==> src/rtl/div_unit_if.sv <==
// Handshake and operand/result bundle between the E-stage control path and div_unit.
// The control path drives the master side; the divider is the slave.
interface div_unit_if #(parameter int WIDTH = 32);
  logic                 start;
  logic                 signed_div;
  logic                 annul;
  logic [WIDTH-1:0]     a;
  logic [WIDTH-1:0]     b;
  logic [2*WIDTH-1:0]   result;
  logic                 ready;
  logic                 stall_div;
  logic                 busy;

  modport master (
    output start, signed_div, annul, a, b,
    input  result, ready, stall_div, busy
  );

  modport slave (
    input  start, signed_div, annul, a, b,
    output result, ready, stall_div, busy
  );
endinterface

==> src/rtl/div_unit.sv <==
// Radix-2 restoring divider: one quotient bit per cycle on operand magnitudes,
// with sign fix-up for DIV, returning {remainder, quotient}.
module div_unit #(
  parameter int WIDTH = 32
) (
  input  logic      clk,
  input  logic      rst,
  div_unit_if.slave bus
);

  localparam int CW = $clog2(WIDTH);

  typedef enum logic [1:0] {
    IDLE = 2'd0,
    BUSY = 2'd1,
    DONE = 2'd2
  } state_e;

  state_e               state_q, state_d;
  logic [CW-1:0]        cnt_q, cnt_d;
  logic [WIDTH-1:0]     dvd_q, dvd_d;
  logic [WIDTH-1:0]     dvs_q, dvs_d;
  logic [WIDTH-1:0]     rem_q, rem_d;
  logic                 a_neg_q, a_neg_d;
  logic                 b_neg_q, b_neg_d;
  logic                 sgn_q, sgn_d;
  logic [2*WIDTH-1:0]   result_q, result_d;

  logic [WIDTH:0]       part_s;
  logic [WIDTH:0]       diff_s;
  logic                 qbit_s;
  logic [WIDTH-1:0]     rem_nx_s;
  logic [WIDTH-1:0]     quo_nx_s;
  logic [WIDTH-1:0]     quo_fix_s;
  logic [WIDTH-1:0]     rem_fix_s;

  // Datapath for one iteration: bit WIDTH of the difference is the borrow.
  always_comb begin
    part_s    = {rem_q, dvd_q[WIDTH-1]};
    diff_s    = part_s - {1'b0, dvs_q};
    qbit_s    = ~diff_s[WIDTH];
    rem_nx_s  = qbit_s ? diff_s[WIDTH-1:0] : part_s[WIDTH-1:0];
    quo_nx_s  = {dvd_q[WIDTH-2:0], qbit_s};
    quo_fix_s = (sgn_q & (a_neg_q ^ b_neg_q)) ? -quo_nx_s : quo_nx_s;
    rem_fix_s = (sgn_q & a_neg_q) ? -rem_nx_s : rem_nx_s;
  end

  // Next-state and register-update logic for the IDLE/BUSY/DONE sequence.
  always_comb begin
    state_d  = state_q;
    cnt_d    = cnt_q;
    dvd_d    = dvd_q;
    dvs_d    = dvs_q;
    rem_d    = rem_q;
    a_neg_d  = a_neg_q;
    b_neg_d  = b_neg_q;
    sgn_d    = sgn_q;
    result_d = result_q;
    case (state_q)
      IDLE: begin
        if (bus.start & ~bus.annul) begin
          if (bus.b == '0) begin
            result_d = {bus.a, {WIDTH{1'b1}}};
            state_d  = DONE;
          end else begin
            a_neg_d = bus.signed_div & bus.a[WIDTH-1];
            b_neg_d = bus.signed_div & bus.b[WIDTH-1];
            dvd_d   = (bus.signed_div & bus.a[WIDTH-1]) ? -bus.a : bus.a;
            dvs_d   = (bus.signed_div & bus.b[WIDTH-1]) ? -bus.b : bus.b;
            sgn_d   = bus.signed_div;
            rem_d   = '0;
            cnt_d   = '0;
            state_d = BUSY;
          end
        end else begin
          state_d = IDLE;
        end
      end
      BUSY: begin
        if (bus.annul) begin
          state_d = IDLE;
        end else begin
          dvd_d = quo_nx_s;
          rem_d = rem_nx_s;
          cnt_d = cnt_q + CW'(1);
          if (cnt_q == CW'(WIDTH - 1)) begin
            result_d = {rem_fix_s, quo_fix_s};
            state_d  = DONE;
          end else begin
            state_d = BUSY;
          end
        end
      end
      DONE:    state_d = IDLE;
      default: state_d = IDLE;
    endcase
  end

  // State and datapath registers.
  always_ff @(posedge clk or negedge rst) begin
    if (!rst) begin
      state_q  <= IDLE;
      cnt_q    <= '0;
      dvd_q    <= '0;
      dvs_q    <= '0;
      rem_q    <= '0;
      a_neg_q  <= 1'b0;
      b_neg_q  <= 1'b0;
      sgn_q    <= 1'b0;
      result_q <= '0;
    end else begin
      state_q  <= state_d;
      cnt_q    <= cnt_d;
      dvd_q    <= dvd_d;
      dvs_q    <= dvs_d;
      rem_q    <= rem_d;
      a_neg_q  <= a_neg_d;
      b_neg_q  <= b_neg_d;
      sgn_q    <= sgn_d;
      result_q <= result_d;
    end
  end

  // Stall drops in DONE so the instruction leaves E as the result is presented.
  assign bus.result    = result_q;
  assign bus.ready     = rst & (state_q == DONE);
  assign bus.busy      = rst & (state_q == BUSY);
  assign bus.stall_div = rst & (((state_q == IDLE) & bus.start & ~bus.annul) |
                                ((state_q == BUSY) & ~bus.annul));

endmodule

==> src/flat_wrapper.sv <==
// flat-port wrapper written by rule: the top's interface ports become plain ports
module div_unit_flat 
#(
  parameter int WIDTH = 32
)
  (clk, rst, bus_start, bus_signed_div, bus_annul, bus_a, bus_b, bus_result, bus_ready, bus_stall_div, bus_busy);
  div_unit_if #(.WIDTH(WIDTH)) bus_i ();
  input  logic clk;
  input  logic rst;
  input wire logic [$bits(bus_i.start)-1:0] bus_start;
  input wire logic [$bits(bus_i.signed_div)-1:0] bus_signed_div;
  input wire logic [$bits(bus_i.annul)-1:0] bus_annul;
  input wire logic [$bits(bus_i.a)-1:0] bus_a;
  input wire logic [$bits(bus_i.b)-1:0] bus_b;
  output wire logic [$bits(bus_i.result)-1:0] bus_result;
  output wire logic [$bits(bus_i.ready)-1:0] bus_ready;
  output wire logic [$bits(bus_i.stall_div)-1:0] bus_stall_div;
  output wire logic [$bits(bus_i.busy)-1:0] bus_busy;
  assign bus_i.start = bus_start;
  assign bus_i.signed_div = bus_signed_div;
  assign bus_i.annul = bus_annul;
  assign bus_i.a = bus_a;
  assign bus_i.b = bus_b;
  assign bus_result = bus_i.result;
  assign bus_ready = bus_i.ready;
  assign bus_stall_div = bus_i.stall_div;
  assign bus_busy = bus_i.busy;
  div_unit #(.WIDTH(WIDTH)) u_core (.clk(clk), .rst(rst), .bus(bus_i));
endmodule
==> config.mk <==
export PLATFORM = sky130hd
export DESIGN_NAME = div_unit_flat
export DESIGN_NICKNAME = d
export VERILOG_FILES = /design/src/rtl/div_unit_if.sv /design/src/rtl/div_unit.sv /design/src/flat_wrapper.sv
export SDC_FILE = /design/constraint.sdc
export NUM_CORES = 1
export LEC_CHECK = 0
export BUFFER_PORTS_ARGS = -buffer_cell sky130_fd_sc_hd__buf_2
export CORE_MARGIN = 2
export CORE_UTILIZATION = 35
export CTS_CLUSTER_DIAMETER = 80
export CTS_CLUSTER_SIZE = 28
export DETAILED_ROUTE_END_ITERATION = 8
export SLEW_MARGIN = 20
export SYNTH_ARGS = -nofsm -noshare
export SYNTH_HDL_FRONTEND = slang
export SYNTH_SLANG_ARGS = --single-unit
==> constraint.sdc <==
create_clock -name clk -period 7.2 [get_ports clk]
set_clock_uncertainty 0.2 [all_clocks]
set_input_delay 0.72 -clock clk [delete_from_list [all_inputs] [get_ports clk]]
set_output_delay 0.72 -clock clk [all_outputs]
set_load 0.005 [all_outputs]
==> impl_metrics.toml <==
[clock_tree]
post-cts-setup-buffers = 0
path_clk_slew_ns = 0.08
cts_tree = "built"
cts_buffer_depth = 2
clock_latency_ns = 0.44
cts_resized = 0
clock-sinks = 170
cts_hold_buffers = 0
htreeDepth = 4
cts_buffers = 17
cts_root_buffer = "clkbuf_16"

[critical_path]
path_cells = "inv_1 -> ha_1 -> inv_1 -> fa_1 -> a211oi_2 -> o211ai_1 -> a31oi_4 -> nor3_2 -> nor4_2 -> nor3_4 -> inv_2 -> ha_1 -> nand3b_1 -> nor3b_1 -> a21oi_1 -> nor2_1 -> nand2_1 -> xnor2_1 -> a21oi_1"
max_stage_delay_ns = 0.63
cp_num_buf_inv = 3
crit_fanout = 37
critPathArrivalTime_ns = 5.65
cpMaxStageDelayCell = "nor3b_1"
required_ns = 7.37
critPathLaunchType = "register"
endpoint_kind = "register"
path_class = "register to register"
crit_family = "simple AND/OR/NAND/NOR gates"

[floorplan]
num_io_pins = 136
fp-row-count = 68
start_util = 0.355
dieWidth_um = 191
core_mm2 = 0.0345
dieHeight_um = 191
dieArea_mm2 = 0.0365

[pwr]
p_seq_frac = 0.390
share_comb_of_total_power = 0.289
p_leak_nw = 6.13
switching_share = 0.363
irDropWorstVdd_mv = 0.145
power.density_mw_per_mm2 = 210
intPower_w = 0.00185
power_frac_clock = 0.321
p_sw_w = 0.00105

[grt]
track_usage = 0.198
grt-ovfl-total = 0
antenna_found_initial = 0
grt_pass1_wl_um = 57500
first_global_vias = 10600
grt_max_degree = 74

[yosys]
synth_edf_count = 0
netlist_instances = 1540
synth_top_flop_cell = "dfrtp_1"
seq_area_frac_synth = 0.347
yosys_warnings = 0
async_flop_share = 1.00
ys_seq_elements = 170
netlist_area_mm2 = 0.0122
avgSynthCellArea_um2 = 7.95
synth_fp_nets = 1648
netlist.area_leader.share = 0.347
synth_cell_types = 82
synth.largest_area_cell = "dfrtp_1"
synth.area.top_cells = "dfrtp_1 35%, a21oi_1 8.1%, nor2_1 6.1%, o21ai_0 5.6%, xnor2_1 5.1%"

[layout]
nets = 1732
fill_cells = 3590
drive_gt1_frac = 0.133
syn2layout_area_growth_pct = 13.0
final_util = 0.402

[min_path]
min_path_type = "input pin to async pin"

[timing]
fmax_mhz = 183
finalSetupViolations = 0
period_needed_ns = 5.48
setup_tns_ns = 0
min_period_over_period = 0.761
slew_viol_final = 0
relSlewSlack = 0.319
rsz0062_at_grt = "false"
finalHoldViolCount = 0
worst_pin_slew_ns = 1.02

[placement]
portBuffers = 135
finalWeightedCongestion = 0.925
dp_hpwl_um = 27200

[outcome]
status = "complete, no violations"

[detailed_routing]
drt-total-wl_um = 35700
first_pass_iters = 5
vias = 11100
drt_iter0_markers = 892
drc = 0
via_per_inst = 5.30
wl_per_cell_um = 17.1
ant_nets = 0

[job]
max-cap-violations = 0
-- cells in the mapped netlist, drive strengths merged, types with 23 or more instances --
| cell type | instances |
|---|---|
| o21ai | 144 |
| ha | 38 |
| xor2 | 69 |
| buf | 28 |
| or3 | 30 |
| nor2 | 200 |
| nor4 | 23 |
| dfrtp | 170 |
| nand2 | 168 |
| nor3 | 37 |
| xnor2 | 73 |
| inv | 50 |
| nand3 | 23 |
| a21oi | 199 |
| mux2i | 30 |
| clkbuf | 55 |
-- cell usage in the layout (no fill, tap or decap), drive strengths merged, types with 7 or more instances in the layout --
cell type and count:
a211oi 7, a21o 11, a21oi 199, a31oi 14
and2 10, and3 12, buf 148, clkbuf 18
dfrtp 170, ha 38, inv 56, mux2i 30
nand2 168, nand2b 9, nand3 23, nand4 13
nor2 200, nor2b 8, nor3 37, nor4 23
o211ai 9, o21a 10, o21ai 144, o31ai 19
or3 30, xnor2 73, xor2 69
-- kinds of logic (layout without fill, tap and decap cells) --
logic type,Yosys count,after routing,share of synthesized area
flip-flops,170,170,0.347
buffers and inverters,133,230,0.0450
AND/OR/NAND/NOR,559,559,0.213
XOR/XNOR,142,142,0.102
other,0,2,0
AO/OA/AOI/OAI,462,462,0.222
multiplexers,35,35,0.0294
adder cells (fa/ha/maj),39,39,0.0405
-- routing by layer --
metal	routed length [um]	track usage	up-vias
met5	0	0	-
met1	16900	0.281	5188
li1	-	-	5588
met4	545	0.0470	0
met3	2190	0.0314	27
met2	16000	0.313	302
-- registers in the layout (all words and copies together), names as in the netlist --
signal             count
u_core.b_neg_q         1
u_core.bus.result     64
u_core.rem_q          32
u_core.dvs_q          32
u_core.a_neg_q         1
u_core.cnt_q           5
u_core.sgn_q           1
u_core.state_q         2
u_core.dvd_q          32
-- metrics by stage --
stage / area (um^2) / instances / total power (W) / setup slack (ns) / hold slack (ns)
detailed placement: 13200 / 2060 / 0.00198 / 1.75 / 0.275
finish: 13800 / 2094 / 0.00291 / 1.72 / 0.000323
floorplan: 12200 / 1540 / 0.00175 / 2.27 / 0.224
CTS: 13800 / 2092 / 0.00292 / 1.66 / 0.0259
global route: 13800 / 2092 / 0.00308 / 1.25 / 0.0380
global placement: 13200 / 2060 / 0.00197 / 1.86 / 0.267
-- power groups by stage --
stage | logic, W | clock network, W | registers, W
global route | 0.000945 | 0.000991 | 0.00115
floorplan | 0.000627 | 0 | 0.00112
global placement | 0.000822 | 0 | 0.00115
detailed placement | 0.000833 | 0 | 0.00115
CTS | 0.000837 | 0.000949 | 0.00113
finish | 0.000839 | 0.000934 | 0.00113
-- path summary, 6_finish.rpt --
path                                  startpoint               endpoint  slack [ns]  cells past startpoint
worst max register to register  u_core.dvd_q[31]  u_core.bus.result[28]        1.72                     19
min in group clk                 u_core.dvs_q[1]        u_core.dvs_q[1]        0.28                      2
worst max-delay path            u_core.dvd_q[31]  u_core.bus.result[28]        1.72                     19
max in group asynchronous                    rst       u_core.dvs_q[13]        5.56                      2
worst min register to register   u_core.dvs_q[1]        u_core.dvs_q[1]        0.28                      2
worst min-delay path                         rst   u_core.bus.result[6]      0.0003                      1
-- area by class of cell --
class / count / area, um^2 / share of cell area
Clock inverter: 14 / 156 / 0.0113
Inverter: 50 / 188 / 0.0136
Tap cell: 455 / 569 / 0.0411
Timing Repair Buffer: 148 / 779 / 0.0563
Multi-Input combinational cell: 1237 / 7460 / 0.539
Sequential cell: 170 / 4250 / 0.307
Clock buffer: 18 / 429 / 0.0310
Antenna cell: 2 / 5.00 / 0.000362
No activity file was read; power rests on OpenSTA's default activity.
